**src/rtl/fp_mult_sequencer_if.sv**
```systemverilog
// Operand/result bundle between the FP multiply sequencer and its environment.
// The master side is the sequencer; the slave side feeds start and the multiplier product.
interface fp_mult_sequencer_if;
  logic        start;
  logic [31:0] op_a;
  logic [31:0] op_b;
  logic        op_valid;
  logic [31:0] product_in;
  logic        res_valid;
  logic [2:0]  res_idx;
  logic [31:0] res_data;
  logic [2:0]  res_flags;
  logic        busy;
  logic        done;

  modport master (
    input  start, product_in,
    output op_a, op_b, op_valid, res_valid, res_idx, res_data, res_flags, busy, done
  );

  modport slave (
    output start, product_in,
    input  op_a, op_b, op_valid, res_valid, res_idx, res_data, res_flags, busy, done
  );
endinterface

```
**src/rtl/fp_mult_sequencer.sv**
```systemverilog
// Streams neighbouring ROM word pairs into an external single-precision multiplier
// and captures each product, with its {nan, inf, zero} class, after a fixed latency.
module fp_mult_sequencer #(
  parameter int ROM_DEPTH    = 5,
  parameter int MULT_LATENCY = 3
) (
  input  logic                clk,
  input  logic                rst_n,
  fp_mult_sequencer_if.master bus
);

  localparam logic [2:0] LAST_IDX = 3'(ROM_DEPTH - 1);

  typedef enum logic [1:0] {ST_IDLE, ST_ISSUE, ST_DRAIN} state_t;

  state_t      r_state;
  logic [2:0]  r_idx;
  logic [31:0] r_op_a;
  logic [31:0] r_op_b;
  logic        r_op_valid;
  logic        r_res_valid;
  logic [2:0]  r_res_idx;
  logic [31:0] r_res_data;
  logic [2:0]  r_res_flags;
  logic        r_busy;
  logic        r_done;

  logic [MULT_LATENCY-1:0] r_pipe_vld;
  logic [2:0]              r_pipe_idx [MULT_LATENCY];

  logic       w_pipe_empty;
  logic       w_last;
  logic [2:0] w_next_idx;

  function automatic logic [31:0] rom_word(input logic [2:0] i);
    logic [31:0] w;
    case (i)
      3'd0:    w = 32'hFFFF_FFFF;
      3'd1:    w = 32'h0011_2233;
      3'd2:    w = 32'h4455_6677;
      3'd3:    w = 32'h8899_AABB;
      3'd4:    w = 32'hCCDD_EEFF;
      default: w = 32'h0000_0000;
    endcase
    return w;
  endfunction

  // Only the B operand wraps back to word 0 after the last ROM entry.
  function automatic logic [2:0] wrap_inc(input logic [2:0] i);
    return (i == LAST_IDX) ? 3'd0 : i + 3'd1;
  endfunction

  function automatic logic [2:0] classify(input logic [31:0] p);
    logic [7:0]  e;
    logic [22:0] m;
    e = p[30:23];
    m = p[22:0];
    return {(e == 8'hFF) && (m != '0), (e == 8'hFF) && (m == '0), (e == 8'h00) && (m == '0)};
  endfunction

  assign w_pipe_empty = ~|r_pipe_vld;
  assign w_last       = (r_idx == LAST_IDX);
  assign w_next_idx   = r_idx + 3'd1;

  // NOTE: every register here uses <= so all next-state terms read pre-edge values.
  always_ff @(posedge clk) begin
    if (!rst_n) begin
      r_state     <= ST_IDLE;
      r_idx       <= '0;
      r_op_a      <= '0;
      r_op_b      <= '0;
      r_op_valid  <= 1'b0;
      r_res_valid <= 1'b0;
      r_res_idx   <= '0;
      r_res_data  <= '0;
      r_res_flags <= '0;
      r_busy      <= 1'b0;
      r_done      <= 1'b0;
      // NOTE: the delay pipe must be cleared so an aborted run never reports in-flight pairs.
      r_pipe_vld  <= '0;
      for (int k = 0; k < MULT_LATENCY; k++) r_pipe_idx[k] <= '0;
    end else begin
      r_pipe_vld[0] <= r_op_valid;
      r_pipe_idx[0] <= r_idx;
      for (int k = 1; k < MULT_LATENCY; k++) begin
        r_pipe_vld[k] <= r_pipe_vld[k-1];
        r_pipe_idx[k] <= r_pipe_idx[k-1];
      end

      r_res_valid <= r_pipe_vld[MULT_LATENCY-1];
      if (r_pipe_vld[MULT_LATENCY-1]) begin
        r_res_data  <= bus.product_in;
        r_res_idx   <= r_pipe_idx[MULT_LATENCY-1];
        r_res_flags <= classify(bus.product_in);
      end

      case (r_state)
        ST_IDLE: begin
          if (bus.start) begin
            r_state    <= ST_ISSUE;
            r_idx      <= '0;
            r_op_a     <= rom_word(3'd0);
            r_op_b     <= rom_word(wrap_inc(3'd0));
            r_op_valid <= 1'b1;
            r_busy     <= 1'b1;
          end
        end
        ST_ISSUE: begin
          if (w_last) begin
            r_state    <= ST_DRAIN;
            r_op_valid <= 1'b0;
          end else begin
            r_idx  <= w_next_idx;
            r_op_a <= rom_word(w_next_idx);
            r_op_b <= rom_word(wrap_inc(w_next_idx));
          end
        end
        ST_DRAIN: begin
          // done is raised in the last DRAIN cycle so a coincident start is still ignored.
          if (r_done) begin
            r_state <= ST_IDLE;
            r_done  <= 1'b0;
            r_busy  <= 1'b0;
          end else if (w_pipe_empty) begin
            r_done <= 1'b1;
          end
        end
        default: r_state <= ST_IDLE;
      endcase
    end
  end

  assign bus.op_a      = r_op_a;
  assign bus.op_b      = r_op_b;
  assign bus.op_valid  = r_op_valid;
  assign bus.res_valid = r_res_valid;
  assign bus.res_idx   = r_res_idx;
  assign bus.res_data  = r_res_data;
  assign bus.res_flags = r_res_flags;
  assign bus.busy      = r_busy;
  assign bus.done      = r_done;

endmodule

```
**src/flat_wrapper.sv**
```systemverilog
// flat-port wrapper written by rule: the top's interface ports become plain ports
module fp_mult_sequencer_flat 
#(
  parameter int ROM_DEPTH    = 5,
  parameter int MULT_LATENCY = 3
)
  (clk, rst_n, bus_start, bus_product_in, bus_op_a, bus_op_b, bus_op_valid, bus_res_valid, bus_res_idx, bus_res_data, bus_res_flags, bus_busy, bus_done);
  fp_mult_sequencer_if bus_i ();
  input  logic clk;
  input  logic rst_n;
  input wire logic [$bits(bus_i.start)-1:0] bus_start;
  input wire logic [$bits(bus_i.product_in)-1:0] bus_product_in;
  output wire logic [$bits(bus_i.op_a)-1:0] bus_op_a;
  output wire logic [$bits(bus_i.op_b)-1:0] bus_op_b;
  output wire logic [$bits(bus_i.op_valid)-1:0] bus_op_valid;
  output wire logic [$bits(bus_i.res_valid)-1:0] bus_res_valid;
  output wire logic [$bits(bus_i.res_idx)-1:0] bus_res_idx;
  output wire logic [$bits(bus_i.res_data)-1:0] bus_res_data;
  output wire logic [$bits(bus_i.res_flags)-1:0] bus_res_flags;
  output wire logic [$bits(bus_i.busy)-1:0] bus_busy;
  output wire logic [$bits(bus_i.done)-1:0] bus_done;
  assign bus_i.start = bus_start;
  assign bus_i.product_in = bus_product_in;
  assign bus_op_a = bus_i.op_a;
  assign bus_op_b = bus_i.op_b;
  assign bus_op_valid = bus_i.op_valid;
  assign bus_res_valid = bus_i.res_valid;
  assign bus_res_idx = bus_i.res_idx;
  assign bus_res_data = bus_i.res_data;
  assign bus_res_flags = bus_i.res_flags;
  assign bus_busy = bus_i.busy;
  assign bus_done = bus_i.done;
  fp_mult_sequencer #(.ROM_DEPTH(ROM_DEPTH), .MULT_LATENCY(MULT_LATENCY)) u_core (.clk(clk), .rst_n(rst_n), .bus(bus_i));
endmodule
```
**config.mk**
```make
export PLATFORM = sky130hd
export DESIGN_NAME = fp_mult_sequencer_flat
export DESIGN_NICKNAME = d
export VERILOG_FILES = /design/src/rtl/fp_mult_sequencer_if.sv /design/src/rtl/fp_mult_sequencer.sv /design/src/flat_wrapper.sv
export SDC_FILE = /design/constraint.sdc
export NUM_CORES = 1
export LEC_CHECK = 0
export BUFFER_PORTS_ARGS = -buffer_cell sky130_fd_sc_hd__buf_2
export CAP_MARGIN = 10
export CORE_ASPECT_RATIO = 1.5
export CORE_MARGIN = 3
export CORE_UTILIZATION = 39
export CTS_CLUSTER_DIAMETER = 40
export DETAILED_ROUTE_END_ITERATION = 6
export PLACE_DENSITY = 0.68
export SETUP_SLACK_MARGIN = 0.5
export SYNTH_ARGS = -nofsm -noshare
export SYNTH_HDL_FRONTEND = slang
export SYNTH_SLANG_ARGS = --single-unit
export TNS_END_PERCENT = 100
```
**constraint.sdc**
```tcl
create_clock -name clk -period 5.7 [get_ports clk]
set_input_delay 1.14 -clock clk [delete_from_list [all_inputs] [get_ports clk]]
set_output_delay 1.14 -clock clk [all_outputs]
set_load 0.01 [all_outputs]
```
==> metrics.yaml, run 1 <==
grt:
  antenna_found_initial: 0
  grt_max_degree: 69
  grt_overflow: 0
  grtUsageTotal_pct: 13.2
  grt_pass1_vias: 2088
  grt_pass1_wl_mm: 9.64
synthesis:
  synthArstFlopShare_pct: 0
  ys_types: 39
  avgSynthCellArea_um2: 9.76
  synth_flop_cell: "dfxtp_1"
  synthCells: 327
  yosys.area.top_type: "dfxtp_1"
  synth_nets: 369
  netlist_top_cells_area: "dfxtp_1 (42%), buf_4 (13%), mux2i_1 (12%), nor2b_1 (7.8%), and2_1 (3.1%)"
  syn_area_um2: 3190
  synth.top_cell.area_share_pct: 42.0
  synth-seq-cells: 67
  synth_edf_count: 0
  yosysWarnings: 0
  yosysSeqAreaShare_pct: 42.0
clocking:
  clockBufferDepth: 2
  cts_sinks: 67
  root_buffer: "clkbuf_16"
  clkTransAtPathRegs_ps: 50
  worst_skew_pair.late_latency_ps: 320
  cts_max_level: 3
  ctsResizeCount: 0
  cts_tree: "done"
  cts_hold_buf: 0
  numCtsBuffers: 9
  postCtsSetupBuffers: 0
timing:
  finalSetupViolations: 0
  max_freq_mhz: 433
  max_slew_margin_pct: 41.7
  timing.final.crit_share_pct: 40.5
  layout_setup_ws_ps: 3390
  period_needed_ps: 2310
  setup_tns_ps: 0
  rsz0062_at_grt: "no"
  hold_violations: 0
  slew_viol_final: 0
  skew_ps: 5.15
  worst_pin_slew_ps: 875
critical_path:
  path_max_fanout: 11
  timing.rr.start: "u_core.r_idx[0]"
  critPathKind: "flop to flop"
  regToRegEndpoint: "u_core.bus.op_a[27]"
  crit_arrival_ps: 2510
  reg2regPathDepth: 6
  start_kind: "flop"
  crit_required_ps: 5910
  critPathCaptureType: "flop"
  setup.reg_to_reg.worst_slack_ps: 3390
placement:
  dpl.hpwl_mm: 4.73
  dpl_cell_area_um2: 3530
  place_congestion: 0.742
  port_buffers: 140
  pre_cts_slack_ps: 3150
flow_run:
  maxCapViolations: 0
finish:
  nNetsFinal: 450
  seq_area_um2: 1340
  area_growth_pct: 18.9
  diodes: 0
  layout_commonest_cell: "buf_2"
  drive_gt1_share_pct: 37.9
  layout_common_cells: "buf_2 (140), dfxtp_1 (66), nor2b_1 (40)"
  stdcell_area_um2: 3790
  multiInputGateArea_um2: 1330
  n_fill_cell: 755
routing:
  ant_nets: 0
  firstDrtPassIters: 4
  wirelength_mm: 6.44
  wl_per_cell_um: 12.5
  vias_per_cell: 4.66
  vias: 2397
  drtIter0Drc: 61
  drcViolationCount: 0
power:
  power.total_w: 0.00110
  ir_drop_uv: 148
  power.density_nw_per_um2: 291
  p_leak_nw: 1.72
run_status:
  outcome: "completed"
worst_hold_path:
  holdPathEnd: "u_core.r_pipe_idx[1][0]"
  hold_path_depth: 1
  hold_class: "flop to flop"
  min_from: "u_core.r_pipe_idx[0][0]"
floorplanning:
  die_height_um: 117
  start_util_pct: 40.9
  die_x_um: 79.9
  rows: 39
  fp.dieArea_um2: 9330
  ios: 141
  coreArea_um2: 7810
==> cell usage after synthesis (2+ instances only) <==
cell type  number
dfxtp_1        67
buf_4          56
nor2b_1        40
mux2i_1        39
and2_1         16
o21ai_0        14
clkbuf_1        8
ha_1            7
inv_1           7
a21oi_1         6
nand2_1         6
nor2_1          6
buf_2           5
nor3_1          5
nor4_1          5
nand4_1         4
or3_1           4
a21boi_0        3
a22oi_1         3
nand2b_1        3
nand3_1         3
buf_6           2
xnor2_1         2
==> through the flow <==
step,hold slack (ps),std cells,utilization [%]
final,431,514,48.6
after global routing,446,514,48.6
after CTS,434,514,48.6
after detailed placement,421,499,45.2
after global placement,414,499,45.2
after floorplan,412,327,-
==> cells by family after synthesis <==
kind of cell,after synthesis,synth area share [%]
compound gates,34,7.17
xor+xnor,3,0.823
flops,67,42.0
mux,39,12.2
buf+inv,78,16.4
fa+ha+maj,7,2.74
simple gates,99,18.6
==> registers in the layout (all words and copies together), names as in the netlist <==
| register | cells |
|---|---|
| u_core.bus.busy | 1 |
| u_core.bus.done | 1 |
| u_core.bus.op_a | 4 |
| u_core.bus.op_b | 4 |
| u_core.bus.op_valid | 1 |
| u_core.bus.res_data | 32 |
| u_core.bus.res_flags | 3 |
| u_core.bus.res_idx | 3 |
| u_core.bus.res_valid | 1 |
| u_core.r_idx | 3 |
| u_core.r_pipe_idx | 9 |
| u_core.r_pipe_vld | 3 |
| u_core.r_state | 2 |
==> worst max-delay path: stages, from the launching register on <==
cell	delay [ps]
dfxtp_1	520
inv_1	210
ha_1	320
and3_4	210
or3_1	520
a2111oi_4	360
nor2_1	80
==> final cells by class <==
| type | count | area share (%) |
|---|---|---|
| clock buffer | 13 | 6.60 |
| multi-input combinational | 182 | 35.0 |
| inverter | 7 | 0.693 |
| sequential | 67 | 35.4 |
| tap | 102 | 3.36 |
| clock inverter | 2 | 0.330 |
| timing repair buffer | 141 | 18.7 |
==> power breakdown <==
| part | total, W | switching [W] | leakage (nW) | internal [W] |
|---|---|---|---|---|
| registers | 0.000497 | 0.0000146 | 0.545 | 0.000482 |
| logic | 0.000127 | 0.0000692 | 1.05 | 0.0000583 |
| clock network | 0.000480 | 0.000178 | 0.126 | 0.000303 |
| total | 0.00110 | 0.000261 | 1.72 | 0.000843 |
==> routing by layer <==
layer,global-route usage (%),wire [um]
met2,23.3,3110
met1,14.4,2590
met4,6.43,104
met5,0,0
met3,4.06,636
==> worst max path at each step <==
| stage | start | endpoint | slack, ps |
|---|---|---|---|
| finish | u_core.r_idx[0] | u_core.bus.op_a[27] | 3390 |
| global route | u_core.r_idx[0] | u_core.bus.op_a[27] | 3260 |
| CTS | u_core.r_idx[0] | u_core.bus.op_a[27] | 3360 |
| detailed placement | rst_n | u_core.bus.res_flags[1] | 3150 |
| global placement | rst_n | u_core.bus.res_flags[1] | 3190 |
| floorplan | bus_start | u_core.bus.op_a[27] | 3600 |
Power figures use the tool's default switching activity.
==> run 2: changes to the inputs <==
--- a/config.mk
+++ b/config.mk
@@ -5,6 +5,7 @@
 export SDC_FILE = /design/constraint.sdc
 export NUM_CORES = 1
 export LEC_CHECK = 0
+export ABC_AREA = 1
 export BUFFER_PORTS_ARGS = -buffer_cell sky130_fd_sc_hd__buf_2
 export CAP_MARGIN = 10
 export CORE_ASPECT_RATIO = 1.5
==> constraint.sdc (replaced) <==
create_clock -name clk -period 2.3 [get_ports clk]
set_input_delay 0.46 -clock clk [delete_from_list [all_inputs] [get_ports clk]]
set_output_delay 0.46 -clock clk [all_outputs]
set_load 0.01 [all_outputs]
==> metrics.yaml, run 2 <==
timing:
  max_freq_mhz: 603  # +39%
  period_needed_ps: 1660  # -647 ps
  setup_tns_ps: 0  # unchanged
  skew_ps: 11.5  # +6.37 ps
  max_slew_margin_pct: 67.2  # +25 points
  rsz0062_at_grt: "no"
  finalSetupViolations: 0  # unchanged
  hold_violations: 0  # unchanged
  slew_viol_final: 0  # unchanged
  timing.final.crit_share_pct: 72.2  # +32 points
  worst_pin_slew_ps: 492  # -382 ps
finish:
  largest_register_ffs: 32  # unchanged
  seq_area_um2: 1340  # about the same
  diodes: 0  # unchanged
  n_fill_cell: 745  # -1.3%
  utilization_pct: 49.5  # +0.94 points
  multiInputGateArea_um2: 1120  # -15%
  area_growth_pct: 22.7
  layout_common_cells: "buf_2 (140), nor2_1 (95), dfxtp_1 (67)"
  layout_commonest_cell: "buf_2"
  drive_gt1_share_pct: 35.9  # -1.9 points
  nNetsFinal: 538  # +20%
synthesis:
  netlist_top_cells_area: "dfxtp_1 (43%), buf_4 (14%), nor2_1 (12%), nand2_1 (6.4%), o21ai_0 (6.3%)"
  synth-seq-cells: 67  # unchanged
  yosysWarnings: 0  # unchanged
  yosysSeqAreaShare_pct: 43.4  # +1.3 points
  synth_flop_cell: "dfxtp_1"
  synth.top_cell.area_share_pct: 43.4  # +1.3 points
  yosys.area.top_type: "dfxtp_1"
  synth_most_common_cell: "nor2_1"
  synthCells: 412  # +26%
  synth_edf_count: 0  # unchanged
  synthArstFlopShare_pct: 0  # unchanged
  syn_area_um2: 3090  # -3.1%
  synth_nets: 454  # +23%
  avgSynthCellArea_um2: 7.51  # -23%
  synthTopCellsByCount: "nor2_1 (95), dfxtp_1 (67), buf_4 (57)"
  ys_types: 26  # -33%
routing:
  drcViolationCount: 0  # unchanged
  drtIter0Drc: 109  # +79%
  wirelength_mm: 7.07  # +9.8%
  vias_per_cell: 4.56  # -2.3%
  ant_nets: 0  # unchanged
  vias: 2748  # +15%
  wl_per_cell_um: 11.7  # -6.4%
  firstDrtPassIters: 4  # unchanged
clocking:
  root_buffer: "clkbuf_16"
  cts_sinks: 67  # unchanged
  worst_skew_pair.late_latency_ps: 330  # about the same
  numCtsBuffers: 9  # unchanged
  clockBufferDepth: 2  # unchanged
  postCtsSetupBuffers: 0  # unchanged
  clkTransAtPathRegs_ps: 60  # about the same
  cts_max_level: 3  # unchanged
  cts_tree: "done"
  cts_hold_buf: 0  # unchanged
  ctsResizeCount: 0  # unchanged
floorplanning:
  start_util_pct: 40.4  # -0.51 points
  rows: 39  # unchanged
  die_height_um: 115  # -1.5%
  fp.dieArea_um2: 9060  # -2.9%
  coreArea_um2: 7660  # -1.9%
  ios: 141  # unchanged
  die_x_um: 78.7  # -1.4%
grt:
  grt_max_degree: 34  # -51%
  grt_pass1_vias: 2459  # +18%
  grt_overflow: 0  # unchanged
  grtUsageTotal_pct: 15.7  # +2.5 points
  antenna_found_initial: 0  # unchanged
  grt_pass1_wl_mm: 11.2  # +16%
critical_path:
  slowest_stage: "dfxtp_1"
  start_kind: "flop"
  path_max_fanout: 8  # -3
  critPathKind: "flop to flop"
  critPathCaptureType: "flop"
  crit_arrival_ps: 1910  # -600 ps
  max_stage_delay_ps: 470  # -50 ps
  path_cells: "inv_1, ha_1, nor2_1, nand3_1, o21ai_1, nand2_1, a21oi_2"
  crit_required_ps: 2550  # -3360 ps
placement:
  port_buffers: 140  # unchanged
  place_congestion: 0.910  # +23%
  dpl.hpwl_mm: 5.34  # +13%
power:
  ir_drop_uv: 527  # +260%
  power.density_nw_per_um2: 837  # +190%
  p_leak_nw: 2.10  # +22%
  p_sw_share_pct: 25.7  # +2.0 points
  seqPwrFrac_pct: 39.4  # -5.6 points
  power.internal_w: 0.00236  # +180%
  clkPwrFrac_pct: 47.9  # +4.4 points
  switching_power_w: 0.000816  # +210%
  combPwrFrac_pct: 12.7  # +1.2 points
run_status:
  outcome: "completed"
flow_run:
  maxCapViolations: 0  # unchanged
worst_hold_path:
  hold_class: "primary input to flop"
## run 2: cell types whose count changed in the layout (fill, tap and decap cells not counted), moves of 4 or more
cell	previous run	this run
buf_4	1	5
inv_1	7	31
a21oi_1	6	13
o21ai_0	14	39
nor2b_1	40	0
and2_1	16	0
nand2_2	0	7
nand2_1	6	53
or3_1	4	0
nor2_1	6	95
mux2i_1	39	0
nor4_1	5	0
nor3_1	5	1
## run 2: power by group through the flow
stage	clock [W]	sequential (W)	combinational (W)
after floorplan	0	0.00129	0.000328
after global placement	0	0.00128	0.000405
after detailed placement	0	0.00128	0.000407
after CTS	0.00155	0.00125	0.000409
after global routing	0.00162	0.00126	0.000447
final	0.00152	0.00125	0.000404
## run 2: cell families after synthesis
family / Yosys count / share of synthesized area [%]
buffers and inverters: 106 / 20.4
flip-flops: 67 / 43.4
adder cells (fa/ha/maj): 7 / 2.83
AND/OR/NAND/NOR: 170 / 22.7
AO/OA/AOI/OAI: 62 / 10.7
## run 2: worst paths after layout
kind | startpoint | endpoint | slack (ps) | cells after the start
max | u_core.r_idx[0] | u_core.bus.op_b[29] | 640 | 7
min | bus_product_in[31] | u_core.bus.res_data[31] | 360 | 3
min reg2reg | u_core.r_pipe_idx[1][1] | u_core.r_pipe_idx[2][1] | 410 | 2
max reg2reg | u_core.r_idx[0] | u_core.bus.op_b[29] | 640 | 7
## run 2: per-layer routing
layer	vias to the layer above	share of wire, %	global-route usage, %	routed length (um)
met5	-	0	0	0
met4	0	1.6	6.42	113
met3	11	7.5	5.02	531
met2	114	49	27.3	3490
met1	1229	42	17.7	2940
li1	1394	-	-	-
## run 2: cell type report
cell class                      count  share of cell area (%)
Inverter                           34                    3.49
Timing Repair Buffer              145                    19.5
Clock buffer                       10                    6.30
Clock inverter                      6                    2.51
Tap cell                          102                    3.36
Sequential cell                    67                    35.3
Multi-Input combinational cell    239                    29.5
## run 2: metrics by stage
step | area (um^2) | std cells | total power [W] | hold WS, ps | setup slack [ps]
finish | 3790 | 603 | 0.00318 | 363 | 640
global route | 3790 | 603 | 0.00333 | 369 | 533
CTS | 3790 | 603 | 0.00321 | 355 | 688
detailed placement | 3460 | 587 | 0.00169 | 400 | 690
global placement | 3460 | 587 | 0.00168 | 392 | 782
floorplan | 3090 | 412 | 0.00162 | 390 | 869
## run 2: worst max-delay path, delay by kind of cell, from the launching register on
family / cells / cell delay [ps]
adder cells (fa/ha/maj): 1 / 340
AO/OA/AOI/OAI: 2 / 250
buffers and inverters: 1 / 180
flip-flops: 1 / 470
AND/OR/NAND/NOR: 3 / 350
